==> src/rtl/mod_counter_ctrl.sv <==
// Modulo-N counter with clear, clamped load, wrap/one-shot modes and cascade carry.
// Optional down-counting (up_i port) is built only when MOD_COUNTER_DOWN_EN is defined.
module mod_counter_ctrl #(
   parameter int unsigned WIDTH   = 3,
   parameter int unsigned MODULUS = 6
) (
   input  logic             clk_i,
   input  logic             reset_i,
   input  logic             en_i,
   input  logic             clr_i,
   input  logic             load_i,
   input  logic [WIDTH-1:0] load_val_i,
`ifdef MOD_COUNTER_DOWN_EN
   input  logic             up_i,
`endif
   input  logic             mode_i,
   input  logic             start_i,
   output logic [WIDTH-1:0] count_o,
   output logic             carry_out_o,
   output logic             done_o,
   output logic             busy_o
);

   localparam logic [WIDTH-1:0] CNT_MAX = WIDTH'(MODULUS - 1);
   localparam logic [WIDTH:0]   MOD_EXT = (WIDTH+1)'(MODULUS);

   localparam logic [1:0] ST_IDLE = 2'b00;
   localparam logic [1:0] ST_RUN  = 2'b01;
   localparam logic [1:0] ST_DONE = 2'b10;

   logic [1:0]       state_q, state_d;
   logic [WIDTH-1:0] count_q, count_d;
   logic             done_q, done_d;
   logic             busy_q, busy_d;

   logic [WIDTH-1:0] term_val;
   logic [WIDTH-1:0] init_val;
   logic [WIDTH-1:0] step_val;
   logic [WIDTH-1:0] load_clamped;
   logic             at_term;

   // Terminal/initial values and the next step, re-evaluated from the current direction.
`ifdef MOD_COUNTER_DOWN_EN
   always_comb begin
      term_val = up_i ? CNT_MAX : '0;
      init_val = up_i ? '0 : CNT_MAX;
      if (count_q == term_val) begin
         step_val = init_val;
      end else if (up_i) begin
         step_val = count_q + WIDTH'(1);
      end else begin
         step_val = count_q - WIDTH'(1);
      end
   end
`else
   always_comb begin
      term_val = CNT_MAX;
      init_val = '0;
      if (count_q == CNT_MAX) begin
         step_val = '0;
      end else begin
         step_val = count_q + WIDTH'(1);
      end
   end
`endif

   assign at_term      = (count_q == term_val);
   assign load_clamped = ({1'b0, load_val_i} >= MOD_EXT) ? CNT_MAX : load_val_i;

   // Wrap only happens in free-running mode when no clear/load overrides the step.
   assign carry_out_o = en_i & ~mode_i & at_term & ~clr_i & ~load_i;

   always_comb begin
      state_d = state_q;
      count_d = count_q;

      if (clr_i) begin
         count_d = '0;
         state_d = ST_IDLE;
      end else if (load_i) begin
         count_d = load_clamped;
         if (!mode_i) begin
            state_d = ST_IDLE;
         end
      end else if (!mode_i) begin
         state_d = ST_IDLE;
         if (en_i) begin
            count_d = step_val;
         end
      end else begin
         case (state_q)
            ST_IDLE: begin
               if (start_i) begin
                  count_d = init_val;
                  state_d = ST_RUN;
               end
            end
            ST_RUN: begin
               if (start_i) begin
                  count_d = init_val;
               end else if (en_i) begin
                  // Never wrap in one-shot: a run already sitting on T just finishes.
                  if (at_term) begin
                     state_d = ST_DONE;
                  end else begin
                     count_d = step_val;
                     if (step_val == term_val) begin
                        state_d = ST_DONE;
                     end
                  end
               end
            end
            ST_DONE: begin
               if (start_i) begin
                  count_d = init_val;
                  state_d = ST_RUN;
               end
            end
            default: begin
               state_d = ST_IDLE;
            end
         endcase
      end

      done_d = (state_d == ST_DONE);
      busy_d = (state_d == ST_RUN);
   end

   always_ff @(posedge clk_i or posedge reset_i) begin
      if (reset_i) begin
         state_q <= ST_IDLE;
         count_q <= '0;
         done_q  <= 1'b0;
         busy_q  <= 1'b0;
      end else begin
         state_q <= state_d;
         count_q <= count_d;
         done_q  <= done_d;
         busy_q  <= busy_d;
      end
   end

   assign count_o = count_q;
   assign done_o  = done_q;
   assign busy_o  = busy_q;

endmodule

==> config.mk <==
export PLATFORM = sky130hd
export DESIGN_NAME = mod_counter_ctrl
export DESIGN_NICKNAME = d
export VERILOG_FILES = /design/src/rtl/mod_counter_ctrl.sv
export SDC_FILE = /design/constraint.sdc
export NUM_CORES = 1
export LEC_CHECK = 0
export ABC_AREA = 1
export BUFFER_PORTS_ARGS = -buffer_cell sky130_fd_sc_hd__buf_4
export CELL_PAD_IN_SITES_DETAIL_PLACEMENT = 1
export CELL_PAD_IN_SITES_GLOBAL_PLACEMENT = 2
export CORE_MARGIN = 10
export CORE_UTILIZATION = 26
export DETAILED_ROUTE_END_ITERATION = 8
export GPL_TIMING_DRIVEN = 0
export PLACE_DENSITY = 0.76
export SLEW_MARGIN = 10
export SYNTH_ARGS = -nofsm -noshare
export SYNTH_HDL_FRONTEND = slang
export SYNTH_SLANG_ARGS = --single-unit
==> constraint.sdc <==
create_clock -name clk_i -period 1.95 [get_ports clk_i]
set_input_delay 0.0975 -clock clk_i [delete_from_list [all_inputs] [get_ports clk_i]]
set_output_delay 0.0975 -clock clk_i [all_outputs]
set_load 0.1 [all_outputs]
After elaboration in Yosys (flattened, before gate mapping). Cells that the tools add are included.

Input bits: 10. Output and inout bits: 6. Flip-flop bits (word level): 7. Logic and storage cells: 48.

Multiplexer cells: 21. Reductions and logical operators: 4. Bitwise gates (word level): 7. Order comparisons: 1. Eq/ne operators: 10. Add/sub/neg operators: 1.

Operators with widths (count): $mux 3 (10); $mux 2 (9); $ne 5x4->1 const B (2); $eq 3x3->1 const B (2); $ne 6x6->1 const B (1); $pmux 3 s2 (1); $ne 5x5->1 const B (1); $reduce_and 5->1 (1); $and 1x1->1 (4); $eq 2x1->1 const B (2); $eq 2x2->1 const B (2); $pmux 2 s2 (1); $reduce_bool 4->1 (1); $add 3x1->3 const B (1); $ge 3x3->1 const B (1); $not 1->1 (3); $logic_not 2->1 (1); $reduce_or 2->1 (1).

Longest topological paths before layout. Gate-level depths: netlist of run 1.

Word-level depth: 12. Gate-level depth with buffers: 9. Gate-level depth less buffers: 9.

Worst setup path after synthesis of run 1. OpenSTA, ideal clock, no wires.

Path type: register to output. From: register count_q[0] (netlist: count_o[0]). To: output carry_out_o. Required time: 1.852 ns. Data arrival time: 3.428 ns. Stages on the path, launching flop included: 5. Setup slack: -1.576 ns. Path buffers: 0. Path through: dfrtp_1 -> nand2_1 -> nor2_1 -> nand3_1 -> nor3_1.

Longest elaborated chain between the ends: 4.

Ends and longest elaborated chain: from (decl) (RTL line 32) `logic [WIDTH-1:0] count_q, count_d;`; from (signal assigned) (RTL line 137) `count_q <= count_d;`; $eq 3x3->1 (RTL line 67) `assign at_term = (count_q == term_val);`; $and 1x1->1 (3 in series) (RTL line 71) `assign carry_out_o = en_i & ~mode_i & at_term & ~clr_i & ~load_i;`; to (decl) (RTL line 19) `output logic carry_out_o,`.

No other way between the ends.

Worst setup path after layout of run 1. Same ends and word-level chain as after synthesis.

==> qor.log, run 1 <==
[power_and_ir_drop] cell area power density 575 nW/um2
[synth] warning count from the yosys run 0
[sta] final critical-path share of the clock period 0.854
[place] Routability Congestion 0.802
[sta] Final Max Tran Viols 0
[critical_path] buffers and inverters on the worst path 1
[power_and_ir_drop] Leak 0.412 nW
[critical_path] reg2reg path depth 9
[status] status finished clean
[sta] Final TNS setup 0 ns
[synth] Seq/Total Area, Yosys 0.318
[place] placed wire-length estimate 1360 um
[cells_and_area] area growth from synthesis to layout 36.8%
[critical_path] Setup CP Type reg2out
[critical_path] Critical R2R Capture busy_o
[power_and_ir_drop] fraction of power spent switching nets 0.367
[sta] Tmin final 1.67 ns
[sta] headroom to the max-slew limit 0.815
[critical_path] origin of the critical flop-to-flop path count_o[2]
[floorplan] height of the die 66.0 um
[cells_and_area] ratio of cells with drive above 1 in the final layout 0.315
[cts] Num CTS Buffers 3
[power_and_ir_drop] clock share of power 0.296
[place] port buffer count 15
[critical_path] setup slack, reg-to-reg 0.77 ns
[cells_and_area] Antenna Cells 0
[synth] dominant cells by area after synthesis sky130_fd_sc_hd__dfrtp_1 32%, sky130_fd_sc_hd__nand2_1 20%, sky130_fd_sc_hd__nand3_1 8.2%, sky130_fd_sc_hd__inv_1 6.8%, sky130_fd_sc_hd__nor2_1 4.8%
[hold_path] instance count along the most critical hold path 4
[sta] count of endpoints failing hold in the final timing report 0
[global_route] number of global-route vias before repair 593
[cts] buffer cell driving the clock tree root sky130_fd_sc_hd__clkbuf_4
[global_route] largest net degree at the start of global routing 8
[synth] synthesized netlist cell count 88
[synth] cell type with the highest aggregate area in the netlist sky130_fd_sc_hd__dfrtp_1
[critical_path] cell class contributing the biggest share of worst-path delay simple AND/OR/NAND/NOR gates
[global_route] number of antenna violations at the first check in global routing 0
[synth] flip-flop and latch count after synthesis 7
[routing] total wire length after detailed routing 1580 um
[sta] number of setup violations in the final report 0
[power_and_ir_drop] switching power of the nets 0.000159 W
[sta] measured slew at the worst slew-check pin 0.277 ns
[synth] post-synthesis net count 98
[sta] maximum achievable frequency 600 MHz
[routing] post-route DRC violation count 0
[critical_path] list of cells traversed by the critical path nand2_1 > nor2_1 > nand3_1 > nor3_4 > buf_4
[critical_path] Setup crit start kind register
[floorplan] initial standard-cell utilization of the core 0.278
[cts] TritonCTS clock tree yes
[routing] number of routed nets with antenna violations 0
[cells_and_area] utilization of the core after routing 0.380
[cts] sink count of the clock tree 7
[global_route] total gr overflow 0
[cts] level count of the clock H-tree 1
[routing] total number of vias 610
[sta] final worst clock skew 0.00159 ns
[critical_path] critical-path maximum fanout 7
[synth] Mapped Area 551 um2
[cts] clock transition at the registers of the reported paths 0.05 ns
[floorplan] horizontal die dimension 66.0 um
[synth] average footprint of a synthesized cell 6.26 um2
[floorplan] standard-cell rows 16
[job] max cap viols 0
[cells_and_area] multi-input gate area in the final layout 334 um2
[power_and_ir_drop] Max VDD drop 0.384 mV
[cells_and_area] commonest cells after routing, fill and taps aside 30 x sky130_fd_sc_hd__nand2_1, 15 x sky130_fd_sc_hd__buf_4, 10 x sky130_fd_sc_hd__inv_1
[synth] number of distinct library cells after synthesis 16
[hold_path] min-delay worst type in2reg
[routing] post-detailed-route via-to-cell ratio 4.52
[floorplan] placeable core region 1980 um2
[cts] # Post-CTS Setup Buffers 0
[cells_and_area] number of nets in the layout 119
[global_route] overall track demand over capacity in global routing 0.0776
[cells_and_area] most common library cell in the layout ignoring fill and taps sky130_fd_sc_hd__nand2_1
[critical_path] worst endpoint data arrival time 1.57 ns
[routing] Initial DRT Pass Iterations 2
[routing] number of design-rule violations left by the first detailed-router iteration 8
[cells_and_area] storage element area 184 um2
[floorplan] count of boundary I/O pins 16
[critical_path] delay of the slowest cell on the worst path 0.44 ns
[routing] mean routed wirelength per cell 11.7 um
[critical_path] instance count on the critical path 5
[cts] Clk Latency, worst-skew pair 0.25 ns
[power_and_ir_drop] part of the total power dissipated in combinational logic 0.321
[power_and_ir_drop] cell-internal power 0.000274 W
[critical_path] required time of the worst setup path 1.85 ns
[floorplan] Die Area 4360 um2
[critical_path] Critical Path Slowest Stage Cell sky130_fd_sc_hd__dfrtp_4
[hold_path] Hold Path End busy_o
[synth] portion of synthesized cell area occupied by the leading cell type 0.318
[cts] deepest clock path buffer count 2
[power_and_ir_drop] sequential share of power 0.383
[cts] Resized Gates After CTS 0
[hold_path] worst hold start clr_i
[cells_and_area] number of inserted filler cells in the final layout 266
[global_route] global-route wire length before repair 2710 um
[critical_path] Setup crit end kind primary output
[sta] RSZ-0062 raised after global routing false
routing by layer:
| metal | vias to the layer above | track usage | share of wire |
|---|---|---|---|
| li1 | 316 | - | - |
| met1 | 280 | 0.0872 | 0.42 |
| met2 | 10 | 0.132 | 0.51 |
| met3 | 4 | 0.0305 | 0.051 |
| met4 | 0 | 0.0236 | 0.016 |
| met5 | - | 0 | 0 |
layout make-up:
class | instances | share of cell area
Inverter | 14 | 0.0698
Clock buffer | 4 | 0.0349
Timing Repair Buffer | 16 | 0.163
Tap cell | 27 | 0.0449
Sequential cell | 7 | 0.244
Multi-Input combinational cell | 67 | 0.444
worst reg2reg max path, stage by stage, from the launching register on:
cell                      delay [ns]
sky130_fd_sc_hd__dfrtp_4        0.43
sky130_fd_sc_hd__inv_1          0.06
sky130_fd_sc_hd__nor2_1         0.14
sky130_fd_sc_hd__nand2_1        0.07
sky130_fd_sc_hd__nand2_1        0.06
sky130_fd_sc_hd__nand2_1        0.05
sky130_fd_sc_hd__nand2_1        0.06
sky130_fd_sc_hd__nand2_1        0.08
sky130_fd_sc_hd__nand2_1        0.09
sky130_fd_sc_hd__nor2_1         0.04
sequential cells by signal, indices dropped and copies added, names as in the netlist:
name,count
state_q,2
done_o,1
count_o,3
busy_o,1
Yosys cell counts (all sizes together):
master and n:
nand3 11, nand2 33, o21ai 6, nor2 10, nand4 1, dfrtp 7
inv 14, a21oi 5, nor3 1
power groups by stage:
| stage | Combinational, W | Clock (W) | Sequential, W |
|---|---|---|---|
| floorplan | 0.0000487 | 0 | 0.000212 |
| global placement | 0.000138 | 0 | 0.000169 |
| detailed placement | 0.000139 | 0 | 0.000169 |
| CTS | 0.000141 | 0.000136 | 0.000166 |
| global route | 0.000152 | 0.000141 | 0.000168 |
| finish | 0.000139 | 0.000128 | 0.000166 |
through the flow:
stage	cell area (um2)	instances	total power [W]	setup slack [ns]	hold slack, ns
after detailed placement	717	130	0.000308	0.529	0.0503
after CTS	753	135	0.000443	0.252	0.211
after floorplan	571	88	0.000261	0.0336	-0.0991
final	753	135	0.000433	0.285	0.213
after global placement	717	130	0.000306	0.557	0.0482
after global routing	753	135	0.000461	0.133	0.233
repair_timing:
item                                   in CTS  in global routing
endpoints found under the hold margin       7                  0
setup endpoints to repair                   0                  0
hold buffers                                1                  0
how the worst max path moves through the flow:
stage / startpoint / end
CTS: count_o[0] / carry_out_o
global route: count_o[0] / carry_out_o
detailed placement: count_o[0] / carry_out_o
global placement: count_o[0] / carry_out_o
finish: count_o[0] / carry_out_o
floorplan: count_o[0] / carry_out_o
cells by family after synthesis:
group                  after synthesis  share of synthesized area
AOI/OAI and AO/OA                   11                      0.100
buffers and inverters               14                     0.0955
and+or+nand+nor                     56                      0.486
DFF                                  7                      0.318
(Power assumes the default switching activity.)
==> run 2, diff against run 1 <==
--- a/config.mk
+++ b/config.mk
@@ -14,6 +14,7 @@
 export DETAILED_ROUTE_END_ITERATION = 8
 export GPL_TIMING_DRIVEN = 0
 export PLACE_DENSITY = 0.76
+export REMOVE_ABC_BUFFERS = 1
 export SLEW_MARGIN = 10
 export SYNTH_ARGS = -nofsm -noshare
 export SYNTH_HDL_FRONTEND = slang
==> run 2 against run 1 <==
Worst setup slack better by 0.078 ns. Clock skew is 0.0017 ns higher. Critical path depth stayed put. Maximum frequency is 4.9% higher. Cell count stayed put. Clock-buffer cell count stayed put. Global-route usage is 0.058 points higher. Clock power hardly changed. Sequential power hardly changed.
==> qor.log, run 2 (synthesis results as in run 1) <==
[cts] TritonCTS clock tree yes
[critical_path] required time of the worst setup path 1.85 ns
[status] status finished clean
[routing] total number of vias 601
[global_route] number of antenna violations at the first check in global routing 0
[cts] Clk Latency, worst-skew pair 0.25 ns
[cells_and_area] commonest cells after routing, fill and taps aside 30 x sky130_fd_sc_hd__nand2_1, 15 x sky130_fd_sc_hd__buf_4, 10 x sky130_fd_sc_hd__inv_1
[place] placed wire-length estimate 1350 um
[critical_path] critical-path maximum fanout 7
[global_route] number of global-route vias before repair 633
[job] max cap viols 0
[routing] post-route DRC violation count 0
[global_route] largest net degree at the start of global routing 8
[cts] level count of the clock H-tree 1
[cells_and_area] ratio of cells with drive above 1 in the final layout 0.278
[cells_and_area] Antenna Cells 0
[cells_and_area] number of nets in the layout 119
[sta] Tmin final 1.59 ns
[sta] headroom to the max-slew limit 0.817
[floorplan] horizontal die dimension 66.0 um
[floorplan] Die Area 4360 um2
[sta] number of setup violations in the final report 0
[global_route] total gr overflow 0
[sta] Final Max Tran Viols 0
[hold_path] min-delay worst type in2reg
[cts] sink count of the clock tree 7
[cts] # Post-CTS Setup Buffers 0
[floorplan] placeable core region 1980 um2
[routing] number of design-rule violations left by the first detailed-router iteration 13
[cells_and_area] most common library cell in the layout ignoring fill and taps sky130_fd_sc_hd__nand2_1
[power_and_ir_drop] Max VDD drop 0.347 mV
[critical_path] Setup crit end kind primary output
[place] pre-CTS setup slack 0.592 ns
[critical_path] list of cells traversed by the critical path nand2_1 > nor2_1 > nand3_1 > nor3_1 > buf_4
[critical_path] cell class contributing the biggest share of worst-path delay simple AND/OR/NAND/NOR gates
[cells_and_area] flip-flop count of the largest register, all copies and words added 3
[place] port buffer count 15
[critical_path] buffers and inverters on the worst path 1
[routing] number of routed nets with antenna violations 0
[sta] maximum achievable frequency 630 MHz
[sta] measured slew at the worst slew-check pin 0.274 ns
[power_and_ir_drop] Leak 0.411 nW
[sta] crit path setup slack, layout 0.363 ns
[critical_path] Setup crit start kind register
[routing] total wire length after detailed routing 1580 um
[floorplan] initial standard-cell utilization of the core 0.278
[sta] RSZ-0062 raised after global routing false
[sta] final critical-path share of the clock period 0.814
[floorplan] count of boundary I/O pins 16
[cts] clock transition at the registers of the reported paths 0.05 ns
[floorplan] height of the die 66.0 um
[critical_path] delay of the slowest cell on the worst path 0.44 ns
[cells_and_area] utilization of the core after routing 0.370
[global_route] global-route wire length before repair 2700 um
[power_and_ir_drop] cell area power density 584 nW/um2
[critical_path] Critical Path Slowest Stage Cell sky130_fd_sc_hd__dfrtp_1
[sta] final worst clock skew 0.00332 ns
[routing] Initial DRT Pass Iterations 4
[cts] deepest clock path buffer count 2
[cts] buffer cell driving the clock tree root sky130_fd_sc_hd__clkbuf_4
[cells_and_area] area growth from synthesis to layout 33.2%
[cts] Num CTS Buffers 3
[routing] mean routed wirelength per cell 11.7 um
[floorplan] standard-cell rows 16
[critical_path] Setup CP Type reg2out
[global_route] overall track demand over capacity in global routing 0.0782
[sta] count of endpoints failing hold in the final timing report 0
[critical_path] worst endpoint data arrival time 1.49 ns
[routing] post-detailed-route via-to-cell ratio 4.45
[place] Routability Congestion 0.776
-- run 2: stage by stage --
stage	std cells	total power (W)	hold slack (ns)	TNS, ns	instance area (um2)
after floorplan	88	0.000258	-0.0991	-1.58	551
after global placement	130	0.000301	0.0495	0	697
after detailed placement	130	0.000303	0.0533	0	697
after CTS	135	0.000438	0.185	0	733
after global routing	135	0.000465	0.185	0	733
final	135	0.000428	0.191	0	733
-- run 2: area by class of cell --
type,count,area [um2]
clock buffers,4,26.3
fillers,269,1250
inverters,14,52.6
multi-input cells,67,323
flip-flops and latches,7,175
well taps,27,33.8
repair buffers,16,123
-- run 2: what timing repair did --
item | in CTS | in global routing
hold endpoints to repair | 7 | 0
hold buffers | 1 | 0
gates resized for setup | 0 | 0
-- run 2: metal layers --
metal,track usage,wire length (um),part of all wire,vias to the layer above
li1,-,-,-,319
met1,0.0840,707,0.45,271
met2,0.138,817,0.52,11
met3,0.0305,52,0.033,0
met4,0.0236,0,0,0
met5,0,0,0,-
-- run 2: worst reg2reg max path, cell delays in order (launching register included) --
cell and delay, ns:
sky130_fd_sc_hd__dfrtp_1 0.44, sky130_fd_sc_hd__nor2_1 0.20, sky130_fd_sc_hd__nand2_1 0.08, sky130_fd_sc_hd__nand2_1 0.06, sky130_fd_sc_hd__nand2_1 0.05, sky130_fd_sc_hd__nand2_1 0.05
sky130_fd_sc_hd__nand2_1 0.08, sky130_fd_sc_hd__nand2_1 0.10, sky130_fd_sc_hd__nor2_1 0.05
-- run 2: final timing paths --
path | start | endpoint | slack, ns | cells past startpoint
max | count_o[0] | carry_out_o | 0.36 | 5
max in group asynchronous | reset_i | state_q[1] | 1.40 | 3
min in group asynchronous | reset_i | count_o[1] | 0.34 | 3
min reg2reg | count_o[2] | count_o[2] | 0.56 | 2
max reg2reg | count_o[1] | busy_o | 0.73 | 8
min | clr_i | state_q[0] | 0.19 | 4
-- run 2: report_power, final --
group | internal [W] | switching (W) | leakage (nW)
sequential | 0.000153 | 0.0000102 | 0.0944
clock | 0.0000779 | 0.0000502 | 0.0150
combinational | 0.0000403 | 0.0000970 | 0.302
